===== config.mk =====
export PLATFORM = sky130hd
export DESIGN_NAME = pwm_tx
export DESIGN_NICKNAME = d
export VERILOG_FILES = /design/src/rtl/pwm_tx.sv
export SDC_FILE = /design/constraint.sdc
export NUM_CORES = 1
export LEC_CHECK = 0
export CAP_MARGIN = 10
export CORE_MARGIN = 2
export CORE_UTILIZATION = 64
export CTS_CLUSTER_DIAMETER = 200
export DETAILED_ROUTE_END_ITERATION = 8
export PLACE_DENSITY = 0.86
export SLEW_MARGIN = 20
export SYNTH_ARGS = -nofsm -noshare
export SYNTH_HDL_FRONTEND = slang
export SYNTH_SLANG_ARGS = --single-unit

===== constraint.sdc =====
create_clock -name clk -period 11.85 [get_ports clk]
set_input_delay 1.7775 -clock clk [delete_from_list [all_inputs] [get_ports clk]]
set_output_delay 1.7775 -clock clk [all_outputs]
set_load 0.02 [all_outputs]

===== src/rtl/pwm_tx.sv =====
// pwm_tx: double-buffered high/low pulse generator; new configs take effect at period boundaries.
// Define PWM_TX_BURST_EN to add burst_len/burst_done (stop after a fixed number of periods).
module pwm_tx #(
    parameter int CW = 32
) (
    input  logic          clk,
    input  logic          rst,
    input  logic          enable,
    input  logic [CW-1:0] cfg_high,
    input  logic [CW-1:0] cfg_low,
    input  logic          cfg_load,
`ifdef PWM_TX_BURST_EN
    input  logic [15:0]   burst_len,
    output logic          burst_done,
`endif
    output logic          sig_out,
    output logic          rise_pulse,
    output logic          fall_pulse,
    output logic          period_done,
    output logic          busy,
    output logic          cfg_pending
);

    typedef enum logic [1:0] {IDLE, HIGH, LOW} state_t;

    localparam logic [CW-1:0] ONE = CW'(1);

    state_t        state, state_nx;
    logic [CW-1:0] cnt, cnt_nx;
    logic [CW-1:0] pend_h, pend_l, act_h, act_l;
    logic [CW-1:0] act_h_nx, act_l_nx, new_h, new_l;
    logic          pending_nx, sig_nx, done_nx;
    logic          period_end, idle_start, start;
    logic          burst_final, armed;

    always_comb begin
        // a strobe coinciding with a period start wins over the older pending values
        new_h      = cfg_load ? cfg_high : pend_h;
        new_l      = cfg_load ? cfg_low  : pend_l;
        period_end = ((state == HIGH) && (cnt == act_h) && (act_l == '0)) ||
                     ((state == LOW) && (cnt == act_l));
        idle_start = (state == IDLE) && enable && armed && ((new_h | new_l) != '0);
        start      = idle_start || (period_end && enable && !burst_final);

        state_nx   = state;
        cnt_nx     = cnt;
        act_h_nx   = act_h;
        act_l_nx   = act_l;
        pending_nx = cfg_pending | cfg_load;
        sig_nx     = sig_out;

        case (state)
            HIGH: begin
                if (cnt != act_h) begin
                    cnt_nx = cnt + ONE;
                end else if (act_l != '0) begin
                    state_nx = LOW;
                    cnt_nx   = ONE;
                    sig_nx   = 1'b0;
                end
            end
            LOW: begin
                if (cnt != act_l) cnt_nx = cnt + ONE;
            end
            default: ;
        endcase

        if (period_end) begin
            state_nx = IDLE;
            cnt_nx   = '0;
            sig_nx   = 1'b0;
        end

        if (start) begin
            act_h_nx   = new_h;
            act_l_nx   = new_l;
            pending_nx = 1'b0;
            if (new_h != '0) begin
                state_nx = HIGH;
                cnt_nx   = ONE;
                sig_nx   = 1'b1;
            end else if (new_l != '0) begin
                state_nx = LOW;
                cnt_nx   = ONE;
                sig_nx   = 1'b0;
            end else begin
                state_nx = IDLE;
                cnt_nx   = '0;
                sig_nx   = 1'b0;
            end
        end

        // registered flag: asserted for the clock that will be the last of its period
        done_nx = ((state_nx == HIGH) && (cnt_nx == act_h_nx) && (act_l_nx == '0)) ||
                  ((state_nx == LOW) && (cnt_nx == act_l_nx));
    end

    always_ff @(posedge clk or posedge rst) begin
        if (rst) begin
            state       <= IDLE;
            cnt         <= '0;
            pend_h      <= '0;
            pend_l      <= '0;
            act_h       <= '0;
            act_l       <= '0;
            cfg_pending <= 1'b0;
            sig_out     <= 1'b0;
            rise_pulse  <= 1'b0;
            fall_pulse  <= 1'b0;
            period_done <= 1'b0;
        end else begin
            state       <= state_nx;
            cnt         <= cnt_nx;
            if (cfg_load) begin
                pend_h <= cfg_high;
                pend_l <= cfg_low;
            end
            act_h       <= act_h_nx;
            act_l       <= act_l_nx;
            cfg_pending <= pending_nx;
            sig_out     <= sig_nx;
            rise_pulse  <= sig_nx & ~sig_out;
            fall_pulse  <= ~sig_nx & sig_out;
            period_done <= done_nx;
        end
    end

    assign busy = (state != IDLE);

`ifdef PWM_TX_BURST_EN
    logic [15:0] b_rem, b_rem_nx;
    logic        b_cont, b_cont_nx, b_lock, b_lock_nx, b_done_nx;

    assign burst_final = !b_cont && (b_rem == 16'd1);
    assign armed       = !b_lock;

    always_comb begin
        b_rem_nx  = b_rem;
        b_cont_nx = b_cont;
        // lock holds off re-arming until enable has been seen low
        b_lock_nx = (b_lock || (period_end && burst_final)) && enable;
        if (idle_start) begin
            b_rem_nx  = burst_len;
            b_cont_nx = (burst_len == 16'd0);
        end else if (period_end && !b_cont) begin
            b_rem_nx = b_rem - 16'd1;
        end
        b_done_nx = done_nx && !b_cont_nx && (b_rem_nx == 16'd1);
    end

    always_ff @(posedge clk or posedge rst) begin
        if (rst) begin
            b_rem      <= '0;
            b_cont     <= 1'b0;
            b_lock     <= 1'b0;
            burst_done <= 1'b0;
        end else begin
            b_rem      <= b_rem_nx;
            b_cont     <= b_cont_nx;
            b_lock     <= b_lock_nx;
            burst_done <= b_done_nx;
        end
    end
`else
    assign burst_final = 1'b0;
    assign armed       = 1'b1;
`endif

endmodule


==> out/qor.yml, run 1 <==
run_status:
  status: "finished clean"
floorplan:
  dieHeight_um: 125.1
  start_util_pct: 65.07
  fp-row-count: 44
  die_area_um2: 15650
  core_area_um2: 14420
  top_level_ports: 74
  die_x_um: 125.1
grt:
  grt_pass1_vias: 7475
  grt_remaining_overflow: 0
  grt_antenna_before_repair: 0
  grt_first_pass_wirelength_mm: 45.51
  track_usage_pct: 38.92
  grt_max_degree: 106
synthesis:
  ys_ff_latch: 167
  yosysSeqAreaShare_pct: 44.53
  syn_avg_cell_area_um2: 9.953
  ys_types: 71
  syn_inst: 943
  yosysWarnings: 0
  synth_nets: 1015
  syn_area_um2: 9385
  ys.flop_type: "dfrtp_1"
  ys_async_sr_fraction_pct: 100.0
  synth_edf_count: 0
cells_and_area:
  fillerInstances: 1010
  multi_input_area_um2: 4831
  mostFrequentLayoutCell: "dfrtp_1"
  seq_area_um2: 4179
  nets: 1062
  layout_common_cells: "167 x dfrtp_1, 157 x nand2_1, 99 x xor2_1"
  synthToLayoutAreaGrowth_pct: 14.30
  drive_gt1_share_pct: 13.76
sta:
  maxSlewViolCount: 0
  max_freq_ghz: 0.1671
  tns_ns: 0
  tightest_slew_ns: 1.132
  rsz0062_at_grt: "false"
  setup_slack_ns: 5.865
  fin_skew_ns: 0.009661
  slew_headroom_pct: 24.11
  final-setup-viol-count: 0
  finalHoldViolations: 0
  period_share_pct: 50.51
  fin_crit_ns: 5.985
hold_path:
  hold_class: "reg -> reg"
placed_design:
  place.gp.congestion: 1.017
  place_ws_ns: 5.265
  portBuffers: 73
  dpl.hpwl_mm: 22.24
power:
  combPwrFrac_pct: 35.5
  powerDensity_nw_per_um2: 204.1
  switching_power_mw: 0.8679
  irDropWorstVdd_v: 0.0001611
  seqPwrFrac_pct: 38.7
  netSwitchingFraction_pct: 39.63
  clock_power_share_pct: 25.8
  static-leakage-power_nw: 4.741
  p_int_mw: 1.322
worst_setup_path:
  end_kind: "flop"
  worst_ep_arrival_time_ns: 6.33
  start_kind: "primary input"
  path_delay_family: "compound AO/OA/AOI/OAI gates"
  cp.required_ns: 12.19
  crit_chain: "buf_2 > buf_4 > nor4b_1 > nand2_1 > a2111oi_4 > nand4_1 > a311oi_4 > o21ai_0 > xnor2_1 > nor4_1 > and4bb_1 > nand4_1 > o32ai_2"
  crit_fanout: 80
  crit_type: "in -> reg"
  crit_top_cell: "nand4_1"
  crit_buf_inv: 2
  worst_path_largest_cell_delay_ns: 0.83
  crit_slowest_cell: "a311oi_4"
route:
  drt_iter0_drc: 976
  drc: 0
  first_pass_iters: 6
  ant_nets: 0
  viasPerCell: 6.519
  wl_mm: 29.80
  vias: 7745
  wire_per_inst_um: 25.09
cts:
  numCtsBuffers: 17
  path_clk_slew_ns: 0.07
  worstSkewPairLatency_ns: 0.44
  clk_path_buf_depth: 2
  post-cts-setup-buffers: 0
  post_cts_resized: 0
  clock_sinks: 167
  postCtsHoldBufs: 0
  htree_levels: 4
  cts_tree: "yes"
  root_buffer: "clkbuf_16"
run:
  cap_viol_max_count: 0
==> power by group through the flow <==
stage / clock network (mW) / logic (mW) / registers [mW]
detailed placement: 0 / 0.749 / 0.851
global placement: 0 / 0.747 / 0.848
CTS: 0.567 / 0.758 / 0.842
floorplan: 0 / 0.541 / 0.813
global route: 0.593 / 0.835 / 0.861
finish: 0.566 / 0.777 / 0.847
==> kinds of logic (layout without fill, tap and decap cells) <==
kind of cell | Yosys count | in the layout | synth area share (%)
other cells | 0 | 1 | 0
flops | 167 | 167 | 44.53
xor+xnor | 129 | 129 | 12.12
buf+inv | 80 | 140 | 4.133
simple gates | 369 | 369 | 20.26
fa+ha+maj | 4 | 4 | 0.5333
mux | 91 | 91 | 11.19
compound gates | 103 | 103 | 7.239
==> flip-flops by register name, summed over array words and instances (netlist names) <==
signal,flops
fall_pulse,1
act_h,32
cnt,32
rise_pulse,1
state,2
period_done,1
pend_l,32
sig_out,1
cfg_pending,1
act_l,32
pend_h,32
==> worst paths after layout <==
check | from | to | slack (ns) | cells past startpoint
setup / recovery | cfg_load | period_done$_DFF_PP0_ | 5.87 | 13
hold / removal | sig_out$_DFF_PP0_ | rise_pulse$_DFF_PP0_ | 0.49 | 1
hold reg to reg | sig_out$_DFF_PP0_ | rise_pulse$_DFF_PP0_ | 0.49 | 1
min in group asynchronous | rst | pend_l[26]$_DFF_PP0_ | 1.95 | 2
max in group asynchronous | rst | act_h[21]$_DFF_PP0_ | 8.53 | 3
setup reg to reg | cnt[15]$_DFF_PP0_ | period_done$_DFF_PP0_ | 6.91 | 13
==> layout make-up <==
cell class	count	area share, %
multi-input cells	696	45.03
flip-flops and latches	167	38.95
repair buffers	80	7.254
clock buffers	18	4.094
well taps	184	2.146
clock inverters	14	1.470
inverters	28	1.026
diodes	1	0.02333
==> cell usage after synthesis, types with 16 or more instances <==
master,n,area (µm²)
nand2_1,157,589.3
dfrtp_1,167,4179
a21oi_1,28,140.1
nand3_1,16,80.08
mux2_2,69,777.0
o21ai_0,20,100.1
nand4_1,23,143.9
buf_2,18,90.09
nor4_1,59,369.1
clkbuf_1,22,82.58
xor2_1,99,867.1
nor3_1,16,80.08
inv_1,27,101.4
nor2_1,26,97.59
xnor2_1,29,254.0
==> metal layers <==
layer	routed length [µm]	track usage (%)	up-vias
li1	-	-	3404
met1	11710	51.72	3786
met2	13380	58.98	450
met3	2822	9.628	105
met4	1893	21.63	0
met5	0	0	-
==> per-stage QoR <==
step / instances / power (mW) / instance area [µm²] / hold WS (ns) / utilization, %
floorplan: 943 / 1.354 / 9385 / 0.4713 / -
global placement: 1155 / 1.595 / 10120 / 0.4702 / 70.14
detailed placement: 1155 / 1.600 / 10120 / 0.4887 / 70.14
CTS: 1187 / 2.168 / 10710 / 0.4983 / 74.28
global route: 1187 / 2.289 / 10730 / 0.5099 / 74.36
finish: 1188 / 2.190 / 10730 / 0.4924 / 74.38
Power figures use the tool's default switching activity.
==> inputs of run 2 (changes only) <==
--- a/config.mk
+++ b/config.mk
@@ -7,10 +7,10 @@
 export LEC_CHECK = 0
 export CAP_MARGIN = 10
 export CORE_MARGIN = 2
-export CORE_UTILIZATION = 64
+export CORE_UTILIZATION = 59
 export CTS_CLUSTER_DIAMETER = 200
 export DETAILED_ROUTE_END_ITERATION = 8
-export PLACE_DENSITY = 0.86
+export PLACE_DENSITY = 0.81
 export SLEW_MARGIN = 20
 export SYNTH_ARGS = -nofsm -noshare
 export SYNTH_HDL_FRONTEND = slang
==> constraint.sdc (replaced) <==
create_clock -name clk -period 6.2 [get_ports clk]
set_input_delay 0.93 -clock clk [delete_from_list [all_inputs] [get_ports clk]]
set_output_delay 0.93 -clock clk [all_outputs]
set_load 0.02 [all_outputs]
==> out/qor.yml, run 2 (synthesis gave the netlist of run 1 again) <==
run_status:
  status: "finished clean"
floorplan:
  top_level_ports: 74  # unchanged
  start_util_pct: 59.73  # -5.3 points
  die_x_um: 130.1  # +4.0%
  die_area_um2: 16930  # +8.2%
  dieHeight_um: 130.1  # +4.0%
  core_area_um2: 15710  # +8.9%
  fp-row-count: 46  # +4.5%
sta:
  tightest_slew_ns: 1.100  # -0.03135 ns
  maxSlewViolCount: 0  # unchanged
  hold_slack_ns: 0.4852  # -0.007253 ns
  finalHoldViolations: 0  # unchanged
  final-setup-viol-count: 0  # unchanged
  fin_crit_ns: 4.874
  period_share_pct: 78.61
  fin_skew_ns: 0.01200  # +0.002343 ns
  slew_headroom_pct: 25.88  # +1.8 points
  max_freq_ghz: 0.2052
  rsz0062_at_grt: "false"
  tns_ns: 0  # unchanged
worst_setup_path:
  worst_ep_arrival_time_ns: 5.22  # -1.11 ns
  end_kind: "flop"
  worst_path_largest_cell_delay_ns: 0.64  # -0.19 ns
  rrSetupSlack_ns: 1.57  # -5.34 ns
  crit_buf_inv: 3  # +1
  crit_fanout: 41  # -49%
  start_kind: "primary input"
  cp.required_ns: 6.54  # -5.65 ns
  path_delay_family: "buffers and inverters"
  crit_slowest_cell: "buf_2"
  crit_type: "in -> reg"
  crit_chain: "buf_2 > buf_4 > nor3_1 > o22ai_1 > a2111oi_4 > and4_1 > nor2_1 > o21a_2 > buf_12 > mux2_2 > xor2_1 > nor4_1 > nor4b_1 > nand4_1 > o32ai_2"
hold_path:
  hold_class: "reg -> reg"
grt:
  grt_antenna_before_repair: 0  # unchanged
  grt_remaining_overflow: 0  # unchanged
  track_usage_pct: 36.15  # -2.8 points
  grt_max_degree: 71  # -33%
  grt_first_pass_wirelength_mm: 44.16  # -3.0%
  grt_pass1_vias: 7469  # -0.080%
power:
  static-leakage-power_nw: 4.751  # +0.22%
  irDropWorstVdd_v: 0.0002610  # +62%
  powerDensity_nw_per_um2: 381.9  # +87%
route:
  first_pass_iters: 7  # +1
  drt_iter0_drc: 848  # -13%
  wl_mm: 29.34  # -1.6%
  ant_nets: 0  # unchanged
  viasPerCell: 6.348  # -2.6%
  wire_per_inst_um: 24.03  # -4.2%
  vias: 7751  # +0.077%
  drc: 0  # unchanged
cts:
  clock_sinks: 167  # unchanged
  path_clk_slew_ns: 0.07  # about the same
  worstSkewPairLatency_ns: 0.43  # about the same
  postCtsHoldBufs: 0  # unchanged
  post_cts_resized: 0  # unchanged
  cts_tree: "yes"
  numCtsBuffers: 17  # unchanged
  clk_path_buf_depth: 2  # unchanged
  htree_levels: 4  # unchanged
  root_buffer: "clkbuf_16"
  post-cts-setup-buffers: 0  # unchanged
placed_design:
  dpl.hpwl_mm: 21.82  # -1.9%
  place.gp.congestion: 1.045  # +2.8%
  dpl.cell_count: 1192  # +3.2%
  portBuffers: 73  # unchanged
cells_and_area:
  nets: 1067  # +0.47%
  final_cells: 1221  # +2.8%
  drive_gt1_share_pct: 13.73  # -0.027 points
  synthToLayoutAreaGrowth_pct: 14.78
  diodes: 0  # -1
  layout_common_cells: "167 x dfrtp_1, 157 x nand2_1, 99 x xor2_1"
  mostFrequentLayoutCell: "dfrtp_1"
run:
  cap_viol_max_count: 0  # unchanged
## run 2: area by class of cell
class | count | area [µm²]
fill | 1193 | 4940
sequential | 167 | 4179
clock buffer | 20 | 446.7
timing repair buffer | 85 | 828.3
inverter | 28 | 110.1
tap | 216 | 270.3
multi-input combinational | 696 | 4820
clock inverter | 9 | 118.9
## run 2: per-layer routing
metal  share of wire [%]  GRT usage [%]  vias up
met3                 9.7          8.610      100
li1                    -              -     3426
met5                   0              0        -
met1                  39          46.97     3759
met4                 5.6          19.04        0
met2                  45          56.64      466
## run 2: final timing paths
path                                   startpoint                    end  cells past startpoint
worst max-delay path                     cfg_load  period_done$_DFF_PP0_                     15
worst min-delay path            sig_out$_DFF_PP0_   rise_pulse$_DFF_PP0_                      1
worst max register to register   cnt[3]$_DFF_PP0_  period_done$_DFF_PP0_                     13
worst min register to register  sig_out$_DFF_PP0_   rise_pulse$_DFF_PP0_                      1
max in group asynchronous                     rst    act_h[24]$_DFF_PP0_                      3
min in group asynchronous                     rst   pend_l[25]$_DFF_PP0_                      2
## run 2: worst reg2reg max path: stages (launching register included)
cell	delay (ns)
dfrtp_1	0.52
xor2_1	0.22
nor4_1	0.38
nand4_1	0.24
nor3_1	0.61
or2_2	0.29
o21a_2	0.65
buf_12	0.29
mux2_2	0.39
xor2_1	0.15
nor4_1	0.29
nor4b_1	0.27
nand4_1	0.14
o32ai_2	0.11
## run 2: metrics by stage
stage | power [mW] | cell area, µm² | setup slack (ns) | util [%]
finish | 4.114 | 10770 | 1.326 | 68.56
global route | 4.288 | 10770 | 1.058 | 68.56
CTS | 4.080 | 10770 | 1.373 | 68.56
detailed placement | 3.036 | 10210 | 0.9443 | 64.96
global placement | 3.010 | 10210 | 1.019 | 64.96
floorplan | 2.588 | 9385 | 0.7516 | -
## run 2: where the power goes
part / leakage (nW) / internal (mW) / switching [mW]
combinational: 2.42 / 0.589 / 0.826
sequential: 2.06 / 1.36 / 0.299
clock: 0.270 / 0.603 / 0.440
total: 4.75 / 2.55 / 1.57
==> RTL change 1: new RTL, flow settings as in run 2 <==
Add a define of `PWM_TX_BURST_EN`.
--- a/src/rtl/pwm_tx.sv
+++ b/src/rtl/pwm_tx.sv
@@ -1,5 +1,7 @@
 // pwm_tx: double-buffered high/low pulse generator; new configs take effect at period boundaries.
 // Define PWM_TX_BURST_EN to add burst_len/burst_done (stop after a fixed number of periods).
+`define PWM_TX_BURST_EN
+
 module pwm_tx #(
     parameter int CW = 32
 ) (
Ports: changed (added burst_done and burst_len); port bits go from 74 to 91. No check against the original RTL was run, so the function may have changed too.
==> RTL change 1 against run 2 <==
  * Final cell count increased by 14%
  * Largest power group unchanged
  * Worst setup slack got worse by 450 ps
  * Sequential power increased by 14%
  * Register-to-register slack got worse by 600 ps
  * Power increased by 17%
  * Synthesized area increased by 15%
  * Wire length increased by 22%
  * Critical endpoint is now burst_done$_DFF_PP0_
  * Design area increased by 16%
  * Global-route usage increased by 1.2 points
  * Critical path depth decreased by 1
  * Sequential cell count increased by 19
  * Sequential share of layout area decreased by 1.5 points
  * Die area increased by 15%
==> RTL change 1: results (changes against run 2) <==
worst slew pin tran: 1180 ps (+79.8 ps)
YS warnings: 0 (unchanged)
Tot GR Track Use: 37.4% (+1.2 points)
Combinational Power Share: 37.1% (+2.7 points)
dpl cells: 1361 (+14%)
Compound-Gate Fraction of Synth Area: 10.2% (+3.0 points)
antenna violations before repair: 1 (+1)
RePlAce Congestion: 1.05 (+0.54%)
post-synthesis mux area share: 11.9% (+0.72 points)
global-route wire length before repair: 54.9 mm (+24%)
count of different cell masters after synthesis: 83 (+17%)
clock slew at reported path FFs: 80 ps
Post-Synth Adder-Cell Area: 0.693% (+0.16 points)
xor-xnor portion of the synthesized cell area: 10.0% (-2.1 points)
Hold Crit Class: reg -> reg
Top Consumer: sequential cells
Leak: 0.00490 uW (+3.1%)
DP HPWL: 27.0 mm (+24%)
Synth area leaders: dfrtp_1, mux2_2, xnor2_1
r2r setup slk: 970 ps (-600 ps)
hold slack: 479 ps (-5.71 ps)
post-synthesis sequential area ratio: 43.0% (-1.5 points)
most frequent cells after synthesis: dfrtp_1, mux2_2, xnor2_1
cells after synthesis: 1086 (+15%)
dpl cell area: 0.0119 mm^2 (+16%)
peak supply drop: 0.000298 V (+14%)
postcts setup bufs: 0 (unchanged)
comb pwr: 1780 uW (+25%)
share of layout cells above drive strength 1: 16.6% (+2.8 points)
Post-Route WL: 35.8 mm (+22%)
worst-path maximum fanout: 30 (-27%)
drt pass-1 iters: 9 (+2)
status: complete, no violations
clk_skew: 11.6 ps (-0.442 ps)
CP arrival: 5680 ps (+460 ps)
Starting DRT DRC Count: 1131 (+33%)
vias: 9409 (+21%)
# nets final: 1241 (+16%)
FILL cells: 1387 (+16%)
largest net degree at the start of global routing: 101 (+42%)
wire per inst: 25.7 um (+6.9%)
Most used DFF post-synth: dfrtp_1
clk_lat worst skew: 450 ps (+20 ps)
area of the multi-input gates: 0.00572 mm^2 (+19%)
Switching Power: 1920 uW (+23%)
vias in the first global route: 9230 (+24%)
Clock Power Share: 23.5% (-1.8 points)
worst reg2reg path startpoint: cnt[11]$_DFF_PP0_
IO buf count: 90 (+23%)
# H-tree levels: 4 (unchanged)
Setup WS pre-CTS: 552 ps (-393 ps)
RR Endpoint: burst_done$_DFF_PP0_
-- RTL change 1: final cells by class --
type	instances	area share [%]
sequential	186	37.3
inverter	33	1.03
timing repair buffer	114	8.62
clock inverter	15	1.55
clock buffer	17	3.41
antenna	1	0.0200
multi-input combinational	799	45.8
tap	229	2.29
-- RTL change 1: kinds of logic (layout without fill, tap and decap cells) --
group,after synthesis,after routing
muxes,114,114
DFF,186,186
and+or+nand+nor,380,380
xor gates and xnor gates,124,124
other,0,1
AOI/OAI and AO/OA,175,175
adders and majority gates,6,6
buffers and inverters,101,179
-- RTL change 1: per-layer routing --
layer / routed length, um / track usage, % / up-vias / share of wire (%)
li1: - / - / 4093 / -
met1: 13900 / 50.4 / 4607 / 39
met2: 16600 / 59.4 / 584 / 46
met3: 3630 / 7.60 / 125 / 10
met4: 1670 / 15.8 / 0 / 4.7
met5: 0 / 0 / - / 0
-- RTL change 1: worst max-delay path by stage --
| stage | startpoint | end | slack (ps) | cells after the start |
|---|---|---|---|---|
| 3_3_place_gp | cfg_load | burst_done$_DFF_PP0_ | 650 | 12 |
| 5_1_grt | cfg_load | burst_done$_DFF_PP0_ | 760 | 14 |
| 4_1_cts | cfg_load | burst_done$_DFF_PP0_ | 1020 | 12 |
| 2_1_floorplan | rst | act_h[0]$_DFF_PP0_ | 210 | 1 |
| 3_5_place_dp | cfg_load | burst_done$_DFF_PP0_ | 550 | 12 |
| 6_report | cfg_load | burst_done$_DFF_PP0_ | 880 | 14 |
-- RTL change 1: critical path, cell delays in order --
cell and delay [ps]:
buf_2 510, buf_4 460, or4_1 180, o22ai_1 110
nand2_1 140, and4b_1 310, nor2_2 860, nor2_1 460
o211ai_1 290, nand4b_1 220, nor4_1 490, nand4bb_2 200
o22ai_2 280, nor4b_4 220
==> RTL change 2: new RTL, config.mk and constraints of run 2 <==
Without the edit above. Re-encode `state_t` (3 states) as one-hot, 3 bits wide.
--- a/src/rtl/pwm_tx.sv
+++ b/src/rtl/pwm_tx.sv
@@ -21,7 +21,7 @@
     output logic          cfg_pending
 );
 
-    typedef enum logic [1:0] {IDLE, HIGH, LOW} state_t;
+    typedef enum logic [2:0] {IDLE = 3'b001, HIGH = 3'b010, LOW = 3'b100} state_t;
 
     localparam logic [CW-1:0] ONE = CW'(1);
 
Function: same outputs for any inputs over 4 cycles, from zero or initial values and one cycle with rst high; so few cycles prove little.
==> RTL change 2 against run 2 <==
  * Design area increased by 0.84%
  * Synthesized area shrank 0.83%
  * Worst setup slack lost 440 ps
  * Sequential cell count is 1 higher
  * Count of clock-buffer cells in the layout unchanged
  * Wire length grew 3.0%
Power is not compared: it rests on default switching activity, and its combinational part moved more than twofold at a synthesized area within 25%.
==> RTL change 2: results (changes against run 2) <==
post-CTS sizing: 0 (unchanged)
drt pass-1 iters: 7 (unchanged)
Hold Crit Class: reg -> reg
# nets final: 1005 (-5.8%)
r2r worst-path depth: 13 (unchanged)
RePlAce Congestion: 1.03 (-1.6%)
Clock Tree Root: clkbuf_16
Compound-Gate Fraction of Synth Area: 8.66% (+1.4 points)
YS warnings: 0 (unchanged)
CTS Buffer Depth: 2 (unchanged)
vias: 7665 (-1.1%)
worst slew pin tran: 1130 ps (+32.6 ps)
wire per inst: 26.0 um (+8.4%)
Synth area leaders: dfrtp_1, mux2_2, xnor2_1
clk_lat worst skew: 440 ps
count of different cell masters after synthesis: 70 (-1.4%)
Starting DRT DRC Count: 775 (-8.6%)
postcts setup bufs: 0 (unchanged)
largest net degree at the start of global routing: 75 (+5.6%)
Antenna Cells: 0 (unchanged)
worst-path maximum fanout: 30 (-27%)
DP HPWL: 23.0 mm (+5.6%)
status: complete, no violations
# H-tree levels: 4 (unchanged)
antenna violations before repair: 0 (unchanged)
most frequent cells after synthesis: dfrtp_1, mux2_2, xnor2_1, xor2_1, nor4_1
post-synthesis mux area share: 15.2% (+4.0 points)
share of layout cells above drive strength 1: 20.7% (+6.9 points)
Num CTS Buffers: 17 (unchanged)
syn nets: 932 (-8.2%)
CP arrival: 5650 ps (+430 ps)
post-synthesis sequential area ratio: 45.2% (+0.65 points)
Hold Path Stages: 1 (unchanged)
Post-synth ARST share: 100% (unchanged)
xor-xnor portion of the synthesized cell area: 11.7% (-0.45 points)
peak supply drop: 0.000212 V
Leak: 0.00470 uW
Post-Synth Adder-Cell Area: 0.134% (-0.40 points)
Tot GR Track Use: 37.4% (+1.3 points)
global-route wire length before repair: 45.3 mm (+2.6%)
Switching Power: 916 uW
clock slew at reported path FFs: 70 ps (about the same)
IO buf count: 73 (unchanged)
clk_skew: 7.57 ps (-4.43 ps)
FILL cells: 1160 (-2.8%)
vias in the first global route: 7526 (+0.76%)
RTL change 2: cell count changes in the layout (fill, tap and decap cells not counted), sizes merged, moves of 13 or more:
cell,before,now
a31oi,2,15
buf,13,33
mux2,84,114
nand2,157,32
nand3,16,29
nor2,26,41
o21ai,32,15
xnor2,29,62
xor2,100,62
RTL change 2: routing by layer:
layer	vias up	global-route usage, %	share of wire, %
met2	475	54.6	42
met5	-	0	0.12
met4	2	20.4	6.1
li1	3308	-	-
met1	3758	51.4	41
met3	122	9.54	10
RTL change 2: critical path: stages:
cell and delay [ps]:
buf_2 290, buf_4 300, nor4_1 370, nand4_1 130, o22ai_1 500, nand4_4 270
nand2_1 120, nand2_1 410, a211oi_1 1050, xor2_1 150, nor2_1 140, o2111ai_1 140
or4b_1 510, o41ai_2 310
RTL change 2: per-stage QoR:
step | total power, uW | std cells | area (um^2) | utilization [%] | setup slack (ps)
finish | 2880 | 1160 | 10900 | 70.9 | 887
global route | 2980 | 1160 | 10900 | 70.9 | 752
floorplan | 1650 | 863 | 9310 | - | 725
detailed placement | 1890 | 1128 | 10300 | 67.4 | 564
CTS | 2860 | 1160 | 10900 | 70.9 | 985
global placement | 1880 | 1128 | 10300 | 67.4 | 679
RTL change 2: cell families (layout without fill, tap and decap cells):
group | count (synthesis) | after routing
simple gates | 254 | 254
mux | 126 | 126
fa+ha+maj | 1 | 1
buf+inv | 76 | 162
flops | 168 | 168
xor+xnor | 124 | 124
compound gates | 114 | 114
RTL change 2: path summary, 6_finish.rpt:
| check | start | endpoint | slack, ps |
|---|---|---|---|
| max | cfg_load | period_done$_DFF_PP0_ | 890 |
| min | sig_out$_DFF_PP0_ | rise_pulse$_DFF_PP0_ | 450 |
| max reg2reg | cnt[21]$_DFF_PP0_ | period_done$_DFF_PP0_ | 1220 |
| min reg2reg | sig_out$_DFF_PP0_ | rise_pulse$_DFF_PP0_ | 450 |
| max in group asynchronous | rst | cnt[5]$_DFF_PP0_ | 4150 |
| min in group asynchronous | rst | pend_h[18]$_DFF_PP0_ | 960 |
RTL change 2: power by group through the flow:
stage | clock network (uW) | logic [uW] | registers (uW)
after floorplan | 0 | 414 | 1240
final | 987 | 613 | 1280
after global placement | 0 | 586 | 1300
after CTS | 981 | 599 | 1280
after detailed placement | 0 | 594 | 1300
after global routing | 1040 | 654 | 1290
RTL change 2: cell type report:
| class | count | area share (%) |
|---|---|---|
| clock inverter | 12 | 0.852 |
| clock buffer | 20 | 4.11 |
| timing repair buffer | 105 | 8.89 |
| tap | 211 | 2.43 |
| multi-input combinational | 619 | 44.1 |
| inverter | 25 | 0.910 |
| sequential | 168 | 38.7 |
